## config.mk

```make
export PLATFORM = sky130hd
export DESIGN_NAME = ins_fetch
export DESIGN_NICKNAME = d
export VERILOG_FILES = /design/src/rtl/fetch_pkg.sv /design/src/rtl/fetch_fifo.sv /design/src/rtl/ins_fetch.sv
export SDC_FILE = /design/constraint.sdc
export NUM_CORES = 1
export LEC_CHECK = 0
export CAP_MARGIN = 5
export CORE_MARGIN = 2
export CORE_UTILIZATION = 51
export CTS_CLUSTER_SIZE = 10
export DETAILED_ROUTE_END_ITERATION = 7
export PLACE_DENSITY = 0.76
export SYNTH_ARGS = -nofsm -noshare
export SYNTH_HDL_FRONTEND = slang
export SYNTH_SLANG_ARGS = --single-unit
```

## constraint.sdc

```tcl
create_clock -name clk -period 3.2 [get_ports clk]
set_input_delay 0.64 -clock clk [delete_from_list [all_inputs] [get_ports clk]]
set_output_delay 0.64 -clock clk [all_outputs]
set_load 0.05 [all_outputs]
```

## src/rtl/fetch_pkg.sv

```systemverilog
// Shared types for the instruction fetch stage: FSM state encoding,
// data/address widths and the prefetch queue entry layout.
package fetch_pkg;

    localparam int INS_W  = 16;
    localparam int ADDR_W = 16;

    typedef enum logic [1:0] {
        ST_IDLE = 2'd0,
        ST_WAIT = 2'd1,
        ST_DROP = 2'd2
    } fetch_state_e;

    typedef struct packed {
        logic [INS_W-1:0]  ins;
        logic [ADDR_W-1:0] pc;
    } fetch_entry_t;

endpackage

```

## src/rtl/fetch_fifo.sv

```systemverilog
// Prefetch queue: synchronous FIFO with simultaneous push/pop, flush and a
// registered head entry so the consumer never sees the write data combinationally.
module fetch_fifo
    import fetch_pkg::*;
#(
    parameter int DEPTH = 4
) (
    input  logic                       clk,
    input  logic                       rst,
    input  logic                       i_push,
    input  fetch_entry_t               i_din,
    input  logic                       i_pop,
    input  logic                       i_flush,
    output fetch_entry_t               o_head,
    output logic [$clog2(DEPTH):0]     o_count
);

    localparam int PTR_W = $clog2(DEPTH);
    localparam int CNT_W = PTR_W + 1;

    fetch_entry_t       r_mem [DEPTH];
    fetch_entry_t       r_head;
    logic [PTR_W-1:0]   r_wr_ptr;
    logic [PTR_W-1:0]   r_rd_ptr;
    logic [CNT_W-1:0]   r_count;

    logic               w_pop;
    logic [PTR_W-1:0]   w_rd_next;
    logic [CNT_W-1:0]   w_count_next;
    fetch_entry_t       w_head_next;

    assign w_pop        = i_pop && (r_count != '0);
    assign w_rd_next    = r_rd_ptr + PTR_W'(w_pop);
    assign w_count_next = r_count + CNT_W'(i_push) - CNT_W'(w_pop);

    // The entry that becomes head may be the one being written this cycle.
    assign w_head_next  = (i_push && (w_rd_next == r_wr_ptr)) ? i_din : r_mem[w_rd_next];

    always_ff @(posedge clk) begin
        if (i_push && !i_flush && !rst) begin
            r_mem[r_wr_ptr] <= i_din;
        end
    end

    always_ff @(posedge clk) begin
        if (rst) begin
            r_wr_ptr <= '0;
            r_rd_ptr <= '0;
            r_count  <= '0;
            r_head   <= '0;
        end else if (i_flush) begin
            r_wr_ptr <= '0;
            r_rd_ptr <= '0;
            r_count  <= '0;
        end else begin
            if (i_push) begin
                r_wr_ptr <= r_wr_ptr + PTR_W'(1);
            end
            r_rd_ptr <= w_rd_next;
            r_count  <= w_count_next;
            if (w_count_next != '0) begin
                r_head <= w_head_next;
            end
        end
    end

    assign o_head  = r_head;
    assign o_count = r_count;

endmodule

```

## src/rtl/ins_fetch.sv

```systemverilog
// Instruction fetch stage: PC, single-outstanding ROM read handshake and prefetch
// queue with branch flush. Optional FETCH_PERF_EN adds stall/flush counters.
module ins_fetch
    import fetch_pkg::*;
#(
    parameter int                DEPTH    = 4,
    parameter logic [ADDR_W-1:0] RESET_PC = 16'h0000
) (
    input  logic              clk,
    input  logic              rst,
    output logic [ADDR_W-1:0] addr,
    output logic              en_ram_in,
    input  logic              en_ram_out,
    input  logic [INS_W-1:0]  ins,
    output logic [INS_W-1:0]  ins_out,
    output logic [ADDR_W-1:0] ins_pc,
    output logic              ins_valid,
    input  logic              ins_ready,
    input  logic              br_valid,
    input  logic [ADDR_W-1:0] br_target
`ifdef FETCH_PERF_EN
    ,
    output logic [15:0]       stall_cnt,
    output logic [15:0]       flush_cnt
`endif
);

    localparam int                CNT_W   = $clog2(DEPTH) + 1;
    localparam logic [CNT_W-1:0]  DEPTH_C = CNT_W'(DEPTH);

    fetch_state_e       r_state;
    fetch_state_e       w_state_next;
    logic [ADDR_W-1:0]  r_pc;
    logic [ADDR_W-1:0]  r_addr;
    logic               r_en;

    logic [CNT_W-1:0]   w_count;
    logic [CNT_W-1:0]   w_level;
    fetch_entry_t       w_head;
    fetch_entry_t       w_push_entry;
    logic               w_pop;
    logic               w_push;
    logic               w_issue;

    assign ins_valid    = (w_count != '0);
    assign w_pop        = ins_valid && ins_ready;
    assign w_level      = w_count - CNT_W'(w_pop);
    assign w_push       = (r_state == ST_WAIT) && en_ram_out && !br_valid;
    assign w_push_entry = '{ins: ins, pc: r_addr};

    // Issuing only from IDLE means the read's slot is reserved before it returns.
    assign w_issue = (r_state == ST_IDLE) && !br_valid && (w_level < DEPTH_C);

    always_comb begin
        w_state_next = r_state;
        case (r_state)
            ST_IDLE: if (w_issue)    w_state_next = ST_WAIT;
            ST_WAIT: begin
                if (en_ram_out)      w_state_next = ST_IDLE;
                else if (br_valid)   w_state_next = ST_DROP;
            end
            ST_DROP: if (en_ram_out) w_state_next = ST_IDLE;
            default:                 w_state_next = ST_IDLE;
        endcase
    end

    always_ff @(posedge clk) begin
        if (rst) begin
            r_state <= ST_IDLE;
            r_pc    <= RESET_PC;
            r_addr  <= RESET_PC;
            r_en    <= 1'b0;
        end else begin
            r_state <= w_state_next;
            r_en    <= w_issue;
            if (br_valid) begin
                r_pc <= br_target;
            end else if (w_issue) begin
                r_addr <= r_pc;
                r_pc   <= r_pc + 16'd1;
            end
        end
    end

    fetch_fifo #(
        .DEPTH   (DEPTH)
    ) u_fifo (
        .clk     (clk),
        .rst     (rst),
        .i_push  (w_push),
        .i_din   (w_push_entry),
        .i_pop   (w_pop),
        .i_flush (br_valid),
        .o_head  (w_head),
        .o_count (w_count)
    );

    assign addr      = r_addr;
    assign en_ram_in = r_en;
    assign ins_out   = w_head.ins;
    assign ins_pc    = w_head.pc;

`ifdef FETCH_PERF_EN
    logic [15:0] r_stall_cnt;
    logic [15:0] r_flush_cnt;

    always_ff @(posedge clk) begin
        if (rst) begin
            r_stall_cnt <= '0;
            r_flush_cnt <= '0;
        end else begin
            if (ins_ready && !ins_valid && (r_stall_cnt != 16'hFFFF)) begin
                r_stall_cnt <= r_stall_cnt + 16'd1;
            end
            if (br_valid && (r_flush_cnt != 16'hFFFF)) begin
                r_flush_cnt <= r_flush_cnt + 16'd1;
            end
        end
    end

    assign stall_cnt = r_stall_cnt;
    assign flush_cnt = r_flush_cnt;
`endif

endmodule

```

==> impl_metrics.csv <==
group,metric,value,unit
worst_setup_path,startpoint_type,"flip-flop",
final_layout,stdcell_count,916,
logic_synthesis,synth_most_common_cell,"edfxtp_1",
clock_tree,cts_tree,"yes",
worst_setup_path,rr_startpoint,"u_fifo.o_count[1]",
logic_synthesis,synth_area_leader_cell,"edfxtp_1",
logic_synthesis,synth_common_cells,"edfxtp_1 (128), dfxtp_1 (74), nor2_1 (72), nand2_1 (71), mux4_2 (32)",
logic_synthesis,synthFlopType,"edfxtp_1",
routing,vias,5332,
power,leakage,3.48,nW
clock_tree,path_clk_slew,0.06,ns
die,start_util,0.522,
worst_setup_path,r2r_cells,13,
routing,avgRoutedWirePerCell,20.5,um
clock_tree,cts_sinks,202,
clock_tree,cts_buffer_depth,3,
final_layout,diodes,0,
worst_setup_path,critPathCaptureType,"flip-flop",
timing,fin_crit_sh,0.960,
global_routing,use_met2,0.360,
timing,fmax,325,MHz
clock_tree,cts_buffers,24,
outcome,status,"complete, no violations",
logic_synthesis,ys_types,47,
global_routing,grt_use_met1,0.269,
worst_setup_path,worstPathArrival,3.48,ns
logic_synthesis,synth.top_cells.by_area,"edfxtp_1 (46%), dfxtp_1 (18%), mux4_2 (8.7%)",
worst_setup_path,cp_num_buf_inv,4,
min_path,min_path_cells,2,
power,ir_drop,0.000463,V
clock_tree,htreeDepth,1,
die,die_h,131,um
die,fp.dieW,131,um
timing,slew_headroom,0.362,
power,powerDensity,578,mW/mm^2
global_routing,grt-busiest-layer,"met2",
die,rows,46,
routing,viasPerCell,5.82,
timing,setup_viol,0,
job,max_cap_violations,0,
logic_synthesis,synth_seq_cells,202,
global_routing,grt_max_degree,40,
timing,hold_violations,0,
routing,drt_iter0_markers,399,
timing,fin_crit,3.07,ns
timing,rsz0062_at_grt,"no",
logic_synthesis,synth_seq_area_share,0.643,
placed_design,dp_hpwl,11.7,mm
worst_setup_path,rr_endpoint,"u_fifo.o_head[6]",
logic_synthesis,ys_warn_count,0,
worst_setup_path,ff2ff_setup_slack,0.13,ns
die,die-area,0.0173,sq mm
placed_design,port_buffers,86,
worst_setup_path,path_delay_family,"adder cells",
timing,worstMarginPinSlew,0.952,ns
global_routing,grt_pass1_wl,28.7,mm
routing,ant_nets,0,
global_routing,use_met3,0.0289,
logic_synthesis,syn_nets,620,
routing,drc,0,
worst_setup_path,crit_path_max_fanout,14,
logic_synthesis,syn_avg_cell_area,14.4,sq um
routing,drt-pass1-iter-count,5,
worst_setup_path,cpMaxStageDelayCell,"or3_4",
min_path,hold_path_class,"flip-flop to flip-flop",
timing,worst_slack,0.127,ns
logic_synthesis,async_reset_ff_frac,0,
placed_design,routabilityCongestion,0.795,
clock_tree,clk_latency,0.50,ns
logic_synthesis,synth_cells,574,
placed_design,placedCellCount,868,
worst_setup_path,crit_type,"flip-flop to flip-flop",
final_layout,layout-drive-gt1-share,0.191,
die,core-area,0.0159,sq mm
min_path,hp-start,"u_fifo.o_head[9]",
logic_synthesis,netlist_area,0.00829,sq mm
min_path,hold_path_end,"u_fifo.o_head[9]",
placed_design,place_ws,-0.311,ns
global_routing,grt_overflow,0,
die,pin_count,87,
final_layout,syn2layout_area_growth,25.2,%
timing,drv_slew,0,
worst_setup_path,crit_chain,"or3_4 -> and2_1 -> ha_1 -> inv_1 -> ha_1 -> inv_1 -> fa_1 -> xnor3_1 -> a31oi_4 -> buf_12 -> clkbuf_16 -> nor2_1 -> a311oi_2",
logic_synthesis,synth_edf_count,128,
timing,skew,0.0165,ns
final_layout,final_nets,728,
global_routing,track_usage,0.207,
global_routing,grt_pass1_vias,5365,
global_routing,antenna_found_initial,0,
worst_setup_path,cp.required,3.61,ns
clock_tree,cts_root_buffer,"clkbuf_16",
routing,drt_wl_total,18.8,mm
logic_synthesis,synth_top_area_frac,0.464,
worst_setup_path,cpPeakStageDelay,0.40,ns
==> worst reg2reg max path: cells and delay by family, from the launching register on <==
kind,cells,cell delay (ns)
XOR/XNOR,1,0.24
AND/OR/NAND/NOR,3,0.63
AO/OA/AOI/OAI,2,0.53
adder cells (fa/ha/maj),3,0.77
flip-flops,1,0.35
buffers and inverters,4,0.45
==> worst max-delay path by stage <==
stage                   endpoint  cells after the start               from  slack [ns]
5_1_grt         u_fifo.o_head[6]                     14         en_ram_out       0.006
4_1_cts        u_fifo.o_head[28]                     12  u_fifo.o_count[1]        0.10
3_3_place_gp   u_fifo.o_head[20]                     13         en_ram_out       -0.17
6_report        u_fifo.o_head[6]                     13  u_fifo.o_count[1]        0.13
3_5_place_dp   u_fifo.o_head[28]                     13         en_ram_out       -0.31
2_1_floorplan   u_fifo.o_head[1]                     12  u_fifo.o_count[2]        0.06
==> per-layer routing <==
layer | part of all wire | vias up
li1 | - | 2413
met1 | 0.42 | 2685
met2 | 0.50 | 191
met3 | 0.054 | 43
met4 | 0.028 | 0
met5 | 0 | -
==> registers in the layout, indices dropped and copies added, names as in the netlist, 2 cells and up <==
name,count
u_fifo.o_head,32
u_fifo.r_wr_ptr,2
r_pc,16
addr,16
u_fifo.o_count,3
u_fifo.r_rd_ptr,2
u_fifo.r_mem,128
r_state,2
==> timing repair <==
item / 4_1_cts / 5_1_grt
buffers inserted: 0 / 2
endpoints found under the setup margin: 0 / 5
hold buffers: 0 / 0
resized for setup: 0 / 2
==> area by class of cell <==
cell class,count,area (sq um)
fillers,1146,5510
flip-flops and latches,202,5330
multi-input cells,327,2770
repair buffers,118,1270
clock buffers,43,693
well taps,216,270
inverters,9,33.8
clock inverters,1,8.76
==> through the flow <==
| stage | TNS (ns) | hold slack [ns] | utilization | cell area, sq um | total power (W) |
|---|---|---|---|---|---|
| 4_1_cts | 0 | 0.505 | 0.648 | 10300 | 0.00601 |
| 6_report | 0 | 0.499 | 0.653 | 10400 | 0.00600 |
| 3_3_place_gp | -5.19 | 0.489 | 0.604 | 9590 | 0.00357 |
| 3_5_place_dp | -8.34 | 0.497 | 0.604 | 9590 | 0.00359 |
| 2_1_floorplan | 0 | 0.461 | - | 8290 | 0.00335 |
| 5_1_grt | 0 | 0.541 | 0.653 | 10400 | 0.00619 |
==> kinds of logic (layout without fill, tap and decap cells) <==
logic type                 Yosys count  after routing  synth area share
adders and majority gates            9              9            0.0145
muxes                               49             49             0.108
and+or+nand+nor                    189            189             0.102
AOI/OAI and AO/OA                   70             70            0.0927
xor gates and xnor gates            10             10            0.0139
buffers and inverters               45            171            0.0267
DFF                                202            202             0.643
==> power by group <==
part / switching (W) / internal, W
logic: 0.000390 / 0.000268
clock network: 0.000983 / 0.00145
registers: 0.0000726 / 0.00283
==> cells in the final DEF, fill, tap and decap left out, types with 5 or more instances in the layout <==
cell type | netlist | routed
clkdlybuf4s50_1 | 0 | 85
buf_4 | 2 | 19
nand2_1 | 71 | 71
a311oi_2 | 28 | 28
inv_1 | 9 | 9
dfxtp_1 | 74 | 73
mux2i_1 | 16 | 16
mux4_2 | 32 | 32
or4_1 | 6 | 6
clkbuf_1 | 18 | 18
nand4_1 | 5 | 5
a311oi_1 | 13 | 13
ha_1 | 8 | 7
nor2_1 | 72 | 72
o31ai_1 | 6 | 6
nand3_1 | 6 | 6
and2_1 | 6 | 6
edfxtp_1 | 128 | 128
buf_12 | 0 | 11
xnor2_1 | 5 | 5
clkbuf_16 | 0 | 27
(Power assumes the default switching activity.)
